## config.mk

```make
export PLATFORM = sky130hd
export DESIGN_NAME = fetch_unit
export DESIGN_NICKNAME = d
export VERILOG_FILES = /design/src/rtl/mips_pkg.sv /design/src/rtl/npc_calc.sv /design/src/rtl/fetch_unit.sv
export SDC_FILE = /design/constraint.sdc
export NUM_CORES = 1
export LEC_CHECK = 0
export CELL_PAD_IN_SITES_DETAIL_PLACEMENT = 1
export CELL_PAD_IN_SITES_GLOBAL_PLACEMENT = 1
export CORE_UTILIZATION = 38
export CTS_CLUSTER_SIZE = 30
export DETAILED_ROUTE_END_ITERATION = 16
export PLACE_DENSITY = 0.92
export SLEW_MARGIN = 20
export SYNTH_ARGS = -nofsm -noshare
export SYNTH_HDL_FRONTEND = slang
export SYNTH_SLANG_ARGS = --single-unit
```

## constraint.sdc

```tcl
create_clock -name clk -period 5.3 [get_ports clk]
set_input_delay 0.53 -clock clk [delete_from_list [all_inputs] [get_ports clk]]
set_output_delay 0.53 -clock clk [all_outputs]
set_load 0.05 [all_outputs]
```

## src/rtl/mips_pkg.sv

```systemverilog
// Shared definitions for the MIPS fetch datapath: word width, reset defaults
// and the fetch state encoding.
package mips_pkg;

    localparam int          WORD_W           = 32;
    localparam logic [31:0] NOP_INSTR_C      = 32'h0000_0000;  // sll $0,$0,0
    localparam logic [31:0] DEFAULT_RESET_PC = 32'h0000_0000;

    typedef enum logic [1:0] {
        ST_IDLE  = 2'd0,
        ST_FETCH = 2'd1,
        ST_FLUSH = 2'd2,
        ST_HOLD  = 2'd3
    } fetch_state_e;

endpackage

```

## src/rtl/npc_calc.sv

```systemverilog
// Redirect target calculation for taken branches and j/jal.
// Purely combinational; a jump wins when both redirect pulses coincide.
module npc_calc
    import mips_pkg::*;
(
    input  logic              redir_branch_i,
    input  logic              redir_jump_i,
    input  logic [WORD_W-1:0] redir_pc4_i,
    input  logic [15:0]       redir_imm16_i,
    input  logic [25:0]       redir_idx26_i,
    output logic [WORD_W-1:0] target_o,
    output logic              redirect_o
);

    logic [WORD_W-1:0] branch_tgt;
    logic [WORD_W-1:0] jump_tgt;

    assign branch_tgt = redir_pc4_i + {{14{redir_imm16_i[15]}}, redir_imm16_i, 2'b00};
    assign jump_tgt   = {redir_pc4_i[31:28], redir_idx26_i, 2'b00};

    assign target_o   = redir_jump_i ? jump_tgt : branch_tgt;
    assign redirect_o = redir_branch_i | redir_jump_i;

endmodule

```

## src/rtl/fetch_unit.sv

```systemverilog
// Instruction fetch: owns the PC, issues one imem read at a time and holds
// the fetched word for decode until accepted or redirected.
//
// state | meaning
// IDLE  | out of reset, request starts next cycle
// FETCH | correct-path request outstanding
// FLUSH | wrong-path request outstanding, pending target waits for its ack
// HOLD  | instruction valid, waiting for instr_ready
module fetch_unit
    import mips_pkg::*;
#(
    parameter logic [31:0] RESET_PC  = DEFAULT_RESET_PC,
    parameter logic [31:0] NOP_INSTR = NOP_INSTR_C
) (
    input  logic              clk,
    input  logic              rst_n,
    output logic              imem_req,
    output logic [WORD_W-1:0] imem_addr,
    input  logic              imem_ack,
    input  logic [WORD_W-1:0] imem_rdata,
    output logic [WORD_W-1:0] instr,
    output logic [WORD_W-1:0] instr_pc,
    output logic [WORD_W-1:0] instr_pc4,
    output logic              instr_valid,
    input  logic              instr_ready,
    input  logic              redir_branch,
    input  logic              redir_jump,
    input  logic [WORD_W-1:0] redir_pc4,
    input  logic [15:0]       redir_imm16,
    input  logic [25:0]       redir_idx26
);

    fetch_state_e      state_q, state_d;
    logic [WORD_W-1:0] pc_q, pc_d;
    logic [WORD_W-1:0] pending_q, pending_d;
    logic [WORD_W-1:0] instr_q, instr_d;
    logic [WORD_W-1:0] instr_pc_q, instr_pc_d;
    logic [WORD_W-1:0] instr_pc4_q, instr_pc4_d;
    logic              valid_q, valid_d;

    logic [WORD_W-1:0] target;
    logic              redirect;

    npc_calc u_npc_calc (
        .redir_branch_i (redir_branch),
        .redir_jump_i   (redir_jump),
        .redir_pc4_i    (redir_pc4),
        .redir_imm16_i  (redir_imm16),
        .redir_idx26_i  (redir_idx26),
        .target_o       (target),
        .redirect_o     (redirect)
    );

    always_ff @(posedge clk) begin
        if (!rst_n) begin
            state_q     <= ST_IDLE;
            pc_q        <= RESET_PC;
            pending_q   <= '0;
            instr_q     <= NOP_INSTR;
            instr_pc_q  <= RESET_PC;
            instr_pc4_q <= RESET_PC + 32'd4;
            valid_q     <= 1'b0;
        end else begin
            state_q     <= state_d;
            pc_q        <= pc_d;
            pending_q   <= pending_d;
            instr_q     <= instr_d;
            instr_pc_q  <= instr_pc_d;
            instr_pc4_q <= instr_pc4_d;
            valid_q     <= valid_d;
        end
    end

    always_comb begin
        state_d     = state_q;
        pc_d        = pc_q;
        pending_d   = pending_q;
        instr_d     = instr_q;
        instr_pc_d  = instr_pc_q;
        instr_pc4_d = instr_pc4_q;
        valid_d     = valid_q;

        case (state_q)
            ST_IDLE: begin
                state_d = ST_FETCH;
                if (redirect) pc_d = target;
            end
            ST_FETCH: begin
                if (imem_ack) begin
                    if (redirect) begin
                        pc_d = target;
                    end else begin
                        instr_d     = imem_rdata;
                        instr_pc_d  = pc_q;
                        instr_pc4_d = pc_q + 32'd4;
                        valid_d     = 1'b1;
                        state_d     = ST_HOLD;
                    end
                end else if (redirect) begin
                    pending_d = target;
                    state_d   = ST_FLUSH;
                end
            end
            ST_FLUSH: begin
                // A redirect landing with the ack is newer than pending.
                if (redirect) pending_d = target;
                if (imem_ack) begin
                    pc_d    = redirect ? target : pending_q;
                    state_d = ST_FETCH;
                end
            end
            ST_HOLD: begin
                if (redirect || instr_ready) begin
                    pc_d    = redirect ? target : pc_q + 32'd4;
                    valid_d = 1'b0;
                    instr_d = NOP_INSTR;
                    state_d = ST_FETCH;
                end
            end
            default: state_d = ST_IDLE;
        endcase
    end

    assign imem_req    = (state_q == ST_FETCH) || (state_q == ST_FLUSH);
    assign imem_addr   = pc_q;
    assign instr       = instr_q;
    assign instr_pc    = instr_pc_q;
    assign instr_pc4   = instr_pc4_q;
    assign instr_valid = valid_q;

endmodule

```

Word level (Yosys, flattened, before mapping)
Cells that the tools add are included.

word-level totals
  output and inout bits = 130
  word-level logic and storage cells = 55
  input port bits = 112
  register bits after elaboration = 163

operators by class
  bitwise gates (word level) = 2
  reduce and logical (&&, ||, !) cells = 10
  equal/unequal tests = 10
  add/sub/neg operators = 2
  muxes and demuxes = 24

operators by type and width
  cell                                                 count
  2-to-1 mux 32 bit                                    11
  case mux 32 bit (2 select lines)                     2
  case mux 32 bit (4 select lines)                     1
  adder 32 x 3 -> 32 bit, second input constant        1
  adder 32 bit                                         1
  2-to-1 mux 2 bit                                     5
  inequality test 2 bit, second input constant         5
  case mux 2 bit (4 select lines)                      1
  AND reduction 4 bit                                  2
  inequality test 3 bit, second input constant         2
  AND reduction 3 bit                                  2
  equality test 2 bit, second input constant           2
  nonzero test 2 bit                                   2
  2-to-1 mux 1 bit                                     3
  equality test 2 x 1 -> 1 bit, second input constant  1
  zero test 2 bit                                      1
  logical OR 1 bit                                     2
  case mux 1 bit (2 select lines)                      1
  AND reduction 2 bit                                  1
  inverter 1 bit                                       1
  OR 1 bit                                             1

Logic depth before layout (Yosys ltp)
Gate-level depths: netlist of the first run.

  depth in word-level cells = 5
  depth in mapped cells = 12

By module
Synthesis of the first run repeated with hierarchy kept, for this count alone.

unflattened totals
  cells, all modules = 1,211
  area total of the unflattened synthesis = 9,131.3 um^2

by module, submodules not included
  module      cells an instance  seq. area each (um^2)  times used  area each (um^2)
  fetch_unit  892                3,223.1                1           7,015.5
  npc_calc    319                0.0                    1           2,115.8

Worst setup path after synthesis of the first run
Ideal clock, no wire load.

  kind = input port to flip-flop
  start point = input port redir_pc4[2]
  end point = register pc_q[30] (netlist: imem_addr[30])
  stages on the path = 12
  path buffers = 0
  arrival = 2,462 ps
  setup time = 133 ps
  setup slack = 2,705 ps
  cell sequence = ha_1 -> inv_1 -> fa_1 -> nor2b_1 -> o31a_1 -> a21oi_1 -> a21o_1 -> nor3_2 -> o21ai_1 -> and4_1 -> o31ai_1 -> o211ai_1

on the way
  cells in the longest elaborated chain, start to end = 5

RTL lines
  what                                         RTL line                                                text
  start: declaration                           fetch_unit.sv:28                                        input logic [WORD_W-1:0] redir_pc4,
  adder 32 bit *                               npc_calc.sv:18                                          assign branch_tgt = redir_pc4_i + {{14{redir_imm16_i[15]}}, redir_imm16_i, 2'b00};
  2-to-1 mux 32 bit *                          npc_calc.sv:21                                          assign target_o = redir_jump_i ? jump_tgt : branch_tgt;
  2-to-1 mux 32 bit, on equally long branches  fetch_unit.sv:114, fetch_unit.sv:86, fetch_unit.sv:90
  2-to-1 mux 32 bit, on equally long branches  fetch_unit.sv:113, fetch_unit.sv:89, fetch_unit.sv:107
  case mux 32 bit (4 select lines) *           fetch_unit.sv:83                                        case (state_q)
  end signal: assignment                       fetch_unit.sv:65                                        pc_q <= pc_d;
  end: declaration                             fetch_unit.sv:34                                        logic [WORD_W-1:0] pc_q, pc_d;

Every way passes the cells marked *; elsewhere a longest branch is shown, timed or not. The select of a mux whose other input is x is not followed.
A chain may end at the register's enable or synchronous reset.

Worst setup path in the final report of the first run
  start point = input port redir_imm16[15]
  end point = register pc_q[23] (netlist: imem_addr[23])

on the way
  cells in the longest elaborated chain, start to end = 5

RTL lines
  what                                         RTL line                                                text
  start: declaration                           fetch_unit.sv:29                                        input logic [15:0] redir_imm16,
  adder 32 bit *                               npc_calc.sv:18
  2-to-1 mux 32 bit *                          npc_calc.sv:21
  2-to-1 mux 32 bit, on equally long branches  fetch_unit.sv:114, fetch_unit.sv:86, fetch_unit.sv:90
  2-to-1 mux 32 bit, on equally long branches  fetch_unit.sv:113, fetch_unit.sv:89, fetch_unit.sv:107
  case mux 32 bit (4 select lines) *           fetch_unit.sv:83

Marked as above.

==> results of run 1 <==
[kinds of logic after synthesis]
family / synth area share, %
xor gates and xnor gates: 5.09
and+or+nand+nor: 20.9
AOI/OAI and AO/OA: 26.5
adders and majority gates: 4.94
DFF: 36.8
muxes: 1.26
buffers and inverters: 4.52
[per-layer routing]
metal / wire [µm] / vias up / GRT usage [%]
li1: - / 4499 / -
met1: 14200 / 4607 / 35.7
met2: 15900 / 382 / 46.9
met3: 2050 / 66 / 3.89
met4: 1090 / 0 / 11.2
met5: 0 / - / 0
[state kept, by name, summed over array words and instances (netlist names)]
register,cells
imem_addr,32
state_q,2
instr_valid,1
pending_q,32
instr,32
instr_pc,32
instr_pc4,30
[worst reg2reg max path, delay by kind of cell (launching register included)]
family | cells | cell delay [ns]
flip-flops | 1 | 0.35
adder cells (fa/ha/maj) | 1 | 0.73
AND/OR/NAND/NOR | 2 | 0.29
AO/OA/AOI/OAI | 5 | 1.53
buffers and inverters | 2 | 0.36
[cells in the final DEF (no fill, tap or decap), types with 4 or more instances in the layout]
cell type,count
clkdlybuf4s50_1,240
nand2_1,189
dfxtp_1,161
a21oi_1,125
nor2_1,106
o21ai_0,74
nand3_1,54
a211oi_1,47
ha_1,33
xnor2_1,32
inv_1,20
nor3_1,19
xor2_1,19
clkbuf_16,17
buf_4,16
a31oi_1,15
o211ai_1,15
a21o_1,14
and3_1,13
o21ai_1,13
mux2i_1,11
nor2b_1,9
o21a_1,8
nand2b_1,7
nand4_1,7
a221oi_1,6
a22oi_1,6
o21bai_1,5
clkinvlp_4,5
a32oi_1,4
[final timing paths]
check                                      from            end  slack [ns]  cells after the start
worst max register to register       state_q[0]  imem_addr[24]        1.97                     10
worst min register to register      instr_pc[9]    instr_pc[9]        0.45                      2
worst min-delay path                instr_pc[9]    instr_pc[9]        0.45                      2
worst max-delay path            redir_imm16[15]  imem_addr[23]        1.82                     11
[where the power goes]
part           total, mW  switching (mW)  internal (mW)
Clock               1.21           0.526          0.688
Sequential          1.45           0.129           1.32
Combinational       1.21           0.776          0.434
Total               3.87            1.43           2.44
[final cells by class]
| type | instances | area share, % |
|---|---|---|
| Multi-Input combinational cell | 892 | 43.2 |
| Sequential cell | 161 | 27.0 |
| Timing Repair Buffer | 257 | 21.2 |
| Clock buffer | 22 | 3.98 |
| Tap cell | 285 | 2.99 |
| Clock inverter | 10 | 0.860 |
| Inverter | 22 | 0.713 |
[stage by stage]
step                      setup slack (ns)  hold slack (ns)  utilization, %  cells  instance area, µm²
final                                 1.82            0.451            52.7   1649               11900
after global routing                  1.57            0.476            52.7   1649               11900
after global placement                1.65            0.437            50.1   1617               11300
after floorplan                       2.70            0.432               -   1156                8770
after CTS                             1.83            0.455            52.7   1649               11900
after detailed placement              1.46            0.446            50.1   1617               11300
[cell usage after synthesis, types with 19 or more instances]
cell        n
inv_1      21
a21oi_1   126
nor3_1     19
nor2_1    106
nand2_1   189
nand3_1    54
dfxtp_1   161
a211oi_1   47
o21ai_0    74
clkbuf_1   71
xnor2_1    32
xor2_1     19
ha_1       33
==> insert_results.sql, run 1 <==
INSERT INTO impl_metrics (metric_group, metric, value, unit) VALUES
('global_route', 'grt_first_pass_wirelength', '52100', 'µm'),
('layout', 'drive_gt1_share', '4.99', '%'),
('setup_path', 'crit_type', 'in2reg', ''),
('floorplan', 'die_w', '154', 'µm'),
('floorplan', 'core_region_area', '22600', 'µm²'),
('global_route', 'grt_start_max_net_pins', '86', ''),
('layout', 'multi_input_comb_area', '5160', 'µm²'),
('clock_tree', 'post_cts_hold_buffer_count', '0', ''),
('setup_path', 'critical_path_buf_inv_count', '1', ''),
('clock_tree', 'cts_made_buffers', '17', ''),
('route', 'post_drt_wl_per_cell', '20.1', 'µm'),
('sta', 'maxSlewViolCount', '0', ''),
('placement', 'numPortBuffers', '241', ''),
('logic_synthesis', 'async_reset_ff_share', '0', '%'),
('route', 'antenna_left', '0', ''),
('global_route', 'grt_pass1_vias', '9679', ''),
('route', 'route.final.wire_length', '33200', 'µm'),
('clock_tree', 'clk-insertion-delay-late', '0.44', 'ns'),
('outcome', 'outcome', 'completed', ''),
('sta', 'setup_viol', '0', ''),
('setup_path', 'cp_top_family', 'compound AO/OA/AOI/OAI gates', ''),
('global_route', 'grt_util_all_layers', '27.8', '%'),
('setup_path', 'cp_cell_sequence', 'clkdlybuf4s50_1 -> ha_1 -> and3_1 -> a31oi_1 -> o31ai_1 -> o41ai_1 -> a21oi_1 -> xnor2_1 -> a221oi_1 -> a211oi_1 -> a21oi_1', ''),
('pwr', 'final_power', '3.87', 'mW'),
('placement', 'dp_hpwl', '24000', 'µm'),
('floorplan', 'start_util', '38.7', '%'),
('logic_synthesis', 'post_synthesis_cells', '1156', ''),
('layout', 'antenna-diode-count', '0', ''),
('layout', 'fillCellCount', '2745', ''),
('setup_path', 'crit_path_max_cell_delay', '0.75', 'ns'),
('setup_path', 'critPathArrivalTime', '3.79', 'ns'),
('sta', 'grt_setup_unrepaired', 'false', ''),
('layout', 'syn2layout_area_growth', '36.0', '%'),
('logic_synthesis', 'synth-seq-area-share', '36.8', '%'),
('logic_synthesis', 'synth_warnings', '0', ''),
('route', 'detail_route.vias_per_cell', '5.79', ''),
('logic_synthesis', 'postSynthAreaPerCell', '7.59', 'µm²'),
('logic_synthesis', 'area_of_the_mapped_netlist', '8770', 'µm²'),
('logic_synthesis', 'synth_top_flop_cell', 'dfxtp_1', ''),
('sta', 'min_period', '3.48', 'ns'),
('sta', 'hold_viol', '0', ''),
('route', 'overall_via_count_from_detail_route', '9554', ''),
('sta', 'finalCritPeriodShare', '65.6', '%'),
('sta', 'slew_headroom', '37.7', '%'),
('pwr', 'ir_worst_vdd', '290', 'µV'),
('worst_hold_path', 'hold_path_class', 'reg2reg', ''),
('setup_path', 'cp-end-kind', 'flip-flop', ''),
('clock_tree', 'tritoncts_num_sinks', '161', ''),
('sta', 'timing_worst_slew_pin_value', '0.934', 'ns'),
('floorplan', 'fp-row-count', '55', ''),
('setup_path', 'crit_required', '5.61', 'ns'),
('global_route', 'antenna_found_initial', '0', ''),
('sta', 'setup-tns-final', '0', 'ns'),
('sta', 'clock_skew', '0.0105', 'ns'),
('layout', 'fin_nets', '1497', ''),
('sta', 'fmax', '287', 'MHz'),
('logic_synthesis', 'yosys.area.top_type_share', '36.8', '%'),
('setup_path', 'slowest_stage', 'clkdlybuf4s50_1', ''),
('route', 'remaining_drc_errors', '0', ''),
('placement', 'gp_routability_congestion', '0.865', ''),
('clock_tree', 'cts_tree', 'built', ''),
('logic_synthesis', 'synthesized_net_count', '1302', ''),
('logic_synthesis', 'postSynthRegisterBits', '161', ''),
('floorplan', 'die_area', '23700', 'µm²'),
('clock_tree', 'cts_root_buffer', 'clkbuf_16', ''),
('logic_synthesis', 'number_of_synthesized_flops_with_an_enable_pin', '0', ''),
('clock_tree', 'cts_post_setup_buffers_inserted', '0', ''),
('clock_tree', 'cts-htree-levels', '4', ''),
('floorplan', 'chipHeight', '154', 'µm'),
('pwr', 'leakagePower', '4.22', 'nW'),
('logic_synthesis', 'post_synthesis_cell_type_with_the_largest_combined_area', 'dfxtp_1', '');
No activity file was read; power rests on OpenSTA's default activity.
==> run 2: changes to the inputs <==
--- a/config.mk
+++ b/config.mk
@@ -7,10 +7,10 @@
 export LEC_CHECK = 0
 export CELL_PAD_IN_SITES_DETAIL_PLACEMENT = 1
 export CELL_PAD_IN_SITES_GLOBAL_PLACEMENT = 1
-export CORE_UTILIZATION = 38
+export CORE_UTILIZATION = 35
 export CTS_CLUSTER_SIZE = 30
 export DETAILED_ROUTE_END_ITERATION = 16
-export PLACE_DENSITY = 0.92
+export PLACE_DENSITY = 0.86
 export SLEW_MARGIN = 20
 export SYNTH_ARGS = -nofsm -noshare
 export SYNTH_HDL_FRONTEND = slang
==> constraint.sdc (replaced) <==
create_clock -name clk -period 3.5 [get_ports clk]
set_input_delay 0.35 -clock clk [delete_from_list [all_inputs] [get_ports clk]]
set_output_delay 0.35 -clock clk [all_outputs]
set_load 0.05 [all_outputs]
==> run 2 against run 1 <==
Register-to-register slack got worse by 1.3 ns. Sequential power increased by 50%. Cell area increased by 1.0%. Non-clock buffer count increased by 6. Via count decreased by 0.49%. Wire length decreased by 1.4%. Global-route usage decreased by 2.6 points. Setup slack got worse by 1.3 ns. Clock power increased by 54%. Flip-flop and latch count unchanged.
==> insert_results.sql, run 2 (synthesis results as in run 1) <==
INSERT INTO impl_metrics (metric_group, metric, value, unit) VALUES
('sta', 'setup_viol', '0', ''),
('setup_path', 'slowest_stage', 'clkdlybuf4s50_1', ''),
('layout', 'fin_nets', '1503', ''),
('route', 'detail_route.vias_per_cell', '5.62', ''),
('setup_path', 'critPathArrivalTime', '3.27', 'ns'),
('clock_tree', 'cts_made_buffers', '17', ''),
('setup_path', 'crit_path_max_cell_delay', '0.52', 'ns'),
('setup_path', 'start_kind', 'input pin', ''),
('layout', 'drive_gt1_share', '5.41', '%'),
('floorplan', 'die_area', '25700', 'µm²'),
('global_route', 'grt_overflow_total', '0', ''),
('layout', 'layout_commonest_cell', 'clkdlybuf4s50_1', ''),
('clock_tree', 'cts_post_setup_buffers_inserted', '0', ''),
('global_route', 'grt_start_max_net_pins', '91', ''),
('pwr', 'ir_worst_vdd', '348', 'µV'),
('job', 'cap_violations', '0', ''),
('sta', 'clock_skew', '0.0112', 'ns'),
('clock_tree', 'cts_tree', 'built', ''),
('floorplan', 'ioPinCount', '242', ''),
('sta', 'finalCritPeriodShare', '85.0', '%'),
('route', 'remaining_drc_errors', '0', ''),
('setup_path', 'worstSetupStartpoint', 'redir_imm16[15]', ''),
('setup_path', 'critical_path_buf_inv_count', '2', ''),
('floorplan', 'core_region_area', '24500', 'µm²'),
('setup_path', 'reg2regPathDepth', '10', ''),
('sta', 'hold_slack', '0.449', 'ns'),
('clock_tree', 'clk-insertion-delay-late', '0.43', 'ns'),
('sta', 'fmax', '336', 'MHz'),
('route', 'antenna_left', '0', ''),
('worst_hold_path', 'hold_path_class', 'reg2reg', ''),
('route', 'firstDrtPassIters', '5', ''),
('clock_tree', 'ctsResizeCount', '0', ''),
('pwr', 'leakagePower', '4.26', 'nW'),
('setup_path', 'crit_path_max_fanout', '11', ''),
('sta', 'slew_headroom', '39.0', '%'),
('floorplan', 'chipHeight', '160', 'µm'),
('global_route', 'grt_first_pass_wirelength', '51700', 'µm'),
('setup_path', 'minimum_setup_slack_among_reg_to_reg_paths', '0.64', 'ns'),
('clock_tree', 'post_cts_hold_buffer_count', '0', ''),
('global_route', 'antenna_found_initial', '0', ''),
('clock_tree', 'clockBufferDepth', '2', ''),
('setup_path', 'regToRegStartpoint', 'imem_addr[2]', ''),
('sta', 'maxSlewViolCount', '0', ''),
('sta', 'hold_viol', '0', ''),
('setup_path', 'critical_path.endpoint', 'imem_addr[31]', ''),
('setup_path', 'cp_cell_sequence', 'clkdlybuf4s50_1 -> buf_4 -> ha_1 -> and2_1 -> o21a_1 -> o21ai_0 -> a21o_1 -> a211o_1 -> and3_1 -> o21ai_1 -> xor2_1 -> o21ai_1', ''),
('setup_path', 'cp_top_family', 'compound AO/OA/AOI/OAI gates', ''),
('sta', 'setup-tns-final', '0', 'ns'),
('layout', 'most-common-layout-cells', 'clkdlybuf4s50_1 (240), nand2_1 (189), dfxtp_1 (161)', ''),
('sta', 'min_period', '2.97', 'ns'),
('route', 'drt_iter0_drc', '697', ''),
('clock_tree', 'clk_transition_reported_paths', '0.07', 'ns'),
('floorplan', 'fp-row-count', '57', ''),
('clock_tree', 'cts_root_buffer', 'clkbuf_16', ''),
('pwr', 'power_density', '490', 'nW/µm²'),
('route', 'overall_via_count_from_detail_route', '9507', ''),
('placement', 'dp_hpwl', '24300', 'µm'),
('setup_path', 'worst-path-stages', '12', ''),
('layout', 'syn2layout_area_growth', '37.4', '%'),
('floorplan', 'start_util', '35.8', '%'),
('global_route', 'grt_util_all_layers', '25.2', '%'),
('placement', 'gp_routability_congestion', '0.873', ''),
('layout', 'antenna-diode-count', '0', ''),
('sta', 'timing_worst_slew_pin_value', '0.909', 'ns'),
('clock_tree', 'tritoncts_num_sinks', '161', ''),
('setup_path', 'crit_required', '3.80', 'ns'),
('global_route', 'grt_pass1_vias', '9277', ''),
('setup_path', 'rr_endpoint', 'imem_addr[22]', ''),
('placement', 'numPortBuffers', '241', ''),
('route', 'post_drt_wl_per_cell', '19.3', 'µm'),
('layout', 'fillCellCount', '2952', ''),
('route', 'route.final.wire_length', '32700', 'µm'),
('setup_path', 'cp-end-kind', 'flip-flop', ''),
('floorplan', 'die_w', '160', 'µm'),
('sta', 'grt_setup_unrepaired', 'false', ''),
('setup_path', 'critical-path-top-cell-by-count', 'o21ai_1', ''),
('clock_tree', 'cts-htree-levels', '4', ''),
('outcome', 'outcome', 'completed', ''),
('setup_path', 'crit_type', 'in2reg', '');
[run 2: changes by cell type in the layout (fill, tap and decap cells not counted), sizes merged]
cell / previous run / this run
clkinv: 2 / 3
clkinvlp: 5 / 4
inv: 24 / 27
buf: 17 / 23
clkbuf: 22 / 17
bufinv: 1 / 2
[run 2: power breakdown]
| group | switching (mW) | internal, mW |
|---|---|---|
| clock network | 0.807 | 1.06 |
| registers | 0.186 | 2.00 |
| logic | 1.18 | 0.671 |
[run 2: layout make-up]
cell class / instances / area (µm²) / area share, %
well taps: 324 / 405 / 3.37
multi-input cells: 892 / 5150 / 42.8
clock inverters: 14 / 156 / 1.30
flip-flops and latches: 161 / 3220 / 26.8
repair buffers: 263 / 2600 / 21.6
clock buffers: 17 / 425 / 3.53
inverters: 22 / 85.1 / 0.706
[run 2: worst min path at each step]
stage,start,to,slack (ns),depth (start not counted)
4_1_cts,instr[23],instr[23],0.45,2
2_1_floorplan,pending_q[0],pending_q[0],0.43,2
3_5_place_dp,instr[23],instr[23],0.45,2
5_1_grt,instr_pc[17],instr_pc[17],0.47,2
3_3_place_gp,instr[20],instr[20],0.44,2
6_report,instr[23],instr[23],0.45,2
[run 2: tightest hold or removal path, delay by kind of cell (launching register included)]
family / cells / cell delay [ns]
AND/OR/NAND/NOR: 1 / 0.05
flip-flops: 1 / 0.31
AO/OA/AOI/OAI: 1 / 0.05
[run 2: metal layers]
metal	vias to the layer above	share of wire [%]	global-route usage [%]
li1	4516	-	-
met1	4593	45	34.2
met2	355	47	40.5
met3	43	6.5	4.65
met4	0	2.3	8.01
met5	-	0	0
[run 2: stage by stage]
| stage | util, % | std cells | setup slack (ns) | cell area [µm²] | power [mW] |
|---|---|---|---|---|---|
| finish | 49.2 | 1693 | 0.526 | 12000 | 5.90 |
| global route | 49.2 | 1693 | 0.356 | 12000 | 6.14 |
| CTS | 49.2 | 1693 | 0.577 | 12000 | 5.90 |
| detailed placement | 46.9 | 1662 | 0.145 | 11500 | 4.04 |
| global placement | 46.9 | 1662 | 0.275 | 11500 | 3.99 |
| floorplan | - | 1156 | 1.01 | 8770 | 3.33 |
==> run 3: changes to the inputs <==
==> constraint.sdc (replaced) <==
create_clock -name clk -period 3 [get_ports clk]
set_input_delay 0.3 -clock clk [delete_from_list [all_inputs] [get_ports clk]]
set_output_delay 0.3 -clock clk [all_outputs]
set_load 0.05 [all_outputs]
==> run 3 against run 2 <==
Total power is 21% higher. Critical path depth is 1 higher. Register-to-register slack worse by 0.26 ns. Combinational power is 28% higher. Wire length is 4.4% higher. Final cell count is 4.2% higher. Highest routed layer unchanged. Global-route usage is 1.3 points higher. Non-clock buffer count is 70 higher. Largest power group unchanged. Core utilization is 2.2 points higher. Hold slack worse by 0.011 ns.
==> insert_results.sql, run 3 (synthesis results as in run 1) <==
INSERT INTO impl_metrics (metric_group, metric, value, unit) VALUES
('worst_hold_path', 'min_delay_path_depth', '3', ''),
('floorplan', 'ioPinCount', '242', ''),
('sta', 'min_period', '2.75', 'ns'),
('job', 'cap_violations', '0', ''),
('pwr', 'sequentialPowerShare', '35.2', '%'),
('floorplan', 'chipHeight', '160', 'µm'),
('route', 'remaining_drc_errors', '0', ''),
('clock_tree', 'clk-insertion-delay-late', '0.44', 'ns'),
('pwr', 'pwr-share-clk', '31.8', '%'),
('clock_tree', 'post_cts_hold_buffer_count', '0', ''),
('global_route', 'grt_first_pass_wirelength', '54300', 'µm'),
('sta', 'finalCritPeriodShare', '91.8', '%'),
('global_route', 'grt_overflow_total', '0', ''),
('placement', 'gp_routability_congestion', '0.880', ''),
('outcome', 'outcome', 'completed', ''),
('layout', 'post-route-cell-area', '12600', 'µm²'),
('clock_tree', 'cts_post_setup_buffers_inserted', '0', ''),
('setup_path', 'cp_cell_sequence', 'clkdlybuf4s50_1 -> ha_1 -> inv_1 -> fa_1 -> nor2b_2 -> o31a_1 -> a21oi_1 -> a21o_1 -> nor3_2 -> o21ai_1 -> and4_1 -> o31ai_1 -> o211ai_1', ''),
('global_route', 'grt_pass1_vias', '9956', ''),
('global_route', 'antenna_found_initial', '0', ''),
('clock_tree', 'ctsResizeCount', '0', ''),
('route', 'firstDrtPassIters', '5', ''),
('route', 'post_drt_wl_per_cell', '19.3', 'µm'),
('pwr', 'power_density', '567', 'nW/µm²'),
('pwr', 'pwr-share-comb', '33.0', '%'),
('route', 'route.final.wire_length', '34100', 'µm'),
('route', 'detail_route.vias_per_cell', '5.54', ''),
('setup_path', 'critPathArrivalTime', '3.07', 'ns'),
('sta', 'setup_viol', '0', ''),
('placement', 'detailed_place.area', '12000', 'µm²'),
('placement', 'dp_hpwl', '25800', 'µm'),
('clock_tree', 'cts_made_buffers', '17', ''),
('pwr', 'p_sw', '2.57', 'mW'),
('layout', 'fillCellCount', '2990', ''),
('floorplan', 'start_util', '35.8', '%'),
('setup_path', 'slowest_stage', 'clkdlybuf4s50_1', ''),
('setup_path', 'crit_type', 'in2reg', ''),
('layout', 'layout_commonest_cell', 'clkdlybuf4s50_1', ''),
('clock_tree', 'cts-htree-levels', '4', ''),
('floorplan', 'die_area', '25700', 'µm²'),
('setup_path', 'crit_path_max_cell_delay', '0.48', 'ns'),
('global_route', 'grt_util_all_layers', '26.6', '%'),
('floorplan', 'core_region_area', '24500', 'µm²'),
('layout', 'drive_gt1_share', '10.0', '%'),
('pwr', 'ir_worst_vdd', '458', 'µV'),
('layout', 'antenna-diode-count', '0', ''),
('setup_path', 'cp-end-kind', 'flip-flop', ''),
('sta', 'fmax', '363', 'MHz'),
('sta', 'grt_setup_unrepaired', 'false', ''),
('setup_path', 'crit_path_max_fanout', '4', ''),
('sta', 'slew_headroom', '43.0', '%'),
('sta', 'post-route-worst-setup-slack', '0.247', 'ns'),
('setup_path', 'reg2regPathDepth', '10', ''),
('setup_path', 'crit_required', '3.31', 'ns'),
('clock_tree', 'tritoncts_num_sinks', '161', ''),
('placement', 'pre_cts_slack', '-0.258', 'ns'),
('pwr', 'power.internal', '4.57', 'mW'),
('sta', 'maxSlewViolCount', '0', ''),
('placement', 'post-place-cells', '1732', ''),
('setup_path', 'minimum_setup_slack_among_reg_to_reg_paths', '0.38', 'ns'),
('clock_tree', 'clk_transition_reported_paths', '0.07', 'ns'),
('pwr', 'power.share.switching', '36.0', '%'),
('placement', 'numPortBuffers', '241', ''),
('pwr', 'leakagePower', '4.63', 'nW'),
('clock_tree', 'cts_tree', 'built', ''),
('setup_path', 'start_kind', 'input pin', ''),
('worst_hold_path', 'hold_path_class', 'in2reg', ''),
('route', 'overall_via_count_from_detail_route', '9774', ''),
('clock_tree', 'cts_root_buffer', 'clkbuf_16', ''),
('sta', 'hold_viol', '0', ''),
('layout', 'syn2layout_area_growth', '43.6', '%'),
('route', 'drt_iter0_drc', '692', ''),
('layout', 'fin_nets', '1573', ''),
('layout', 'instances_no_fill', '1764', ''),
('sta', 'clock_skew', '0.00824', 'ns'),
('layout', 'most-common-layout-cells', 'clkdlybuf4s50_1 (239), nand2_1 (189), dfxtp_1 (161)', ''),
('route', 'antenna_left', '0', ''),
('floorplan', 'die_w', '160', 'µm'),
('sta', 'timing_worst_slew_pin_value', '0.849', 'ns'),
('floorplan', 'fp-row-count', '57', ''),
('clock_tree', 'clockBufferDepth', '2', ''),
('global_route', 'grt_start_max_net_pins', '69', '');
## run 3: power groups by stage
stage	sequential, mW	combinational [mW]	clock, mW
after floorplan	2.92	0.970	0
after global placement	2.53	2.25	0
after detailed placement	2.55	2.32	0
after CTS	2.50	2.34	2.29
after global routing	2.53	2.52	2.36
final	2.51	2.36	2.27
## run 3: layout make-up
type | instances | area, µm² | share of cell area (%)
flip-flops and latches | 161 | 3220 | 25.6
multi-input cells | 892 | 5160 | 41.0
clock buffers | 20 | 447 | 3.55
inverters | 22 | 85.1 | 0.676
repair buffers | 333 | 3110 | 24.7
clock inverters | 12 | 158 | 1.25
well taps | 324 | 405 | 3.22
## run 3: path summary, 6_finish.rpt
path             startpoint             to
max reg2reg    imem_addr[3]  imem_addr[24]
max            redir_pc4[2]  imem_addr[30]
min          imem_rdata[29]      instr[29]
min reg2reg       instr[11]      instr[11]
## run 3: stage by stage
step	power [mW]	utilization, %	setup TNS, ns	hold slack, ns
floorplan	3.89	-	0	0.432
global placement	4.78	49.0	-0.747	0.438
detailed placement	4.87	49.0	-2.98	0.443
CTS	7.13	51.4	0	0.431
global route	7.40	51.5	0	0.451
finish	7.14	51.5	0	0.438
## run 3: critical path: cells and delay by family
family / cells / cell delay (ns)
AOI/OAI and AO/OA: 6 / 1.02
and+or+nand+nor: 3 / 0.61
adders and majority gates: 2 / 0.59
buffers and inverters: 2 / 0.54
## run 3: per-layer routing
metal,GRT usage [%],wire (µm)
met1,34.9,15200
met5,0,0
met3,4.16,1930
met4,10.0,1000
met2,43.7,16000
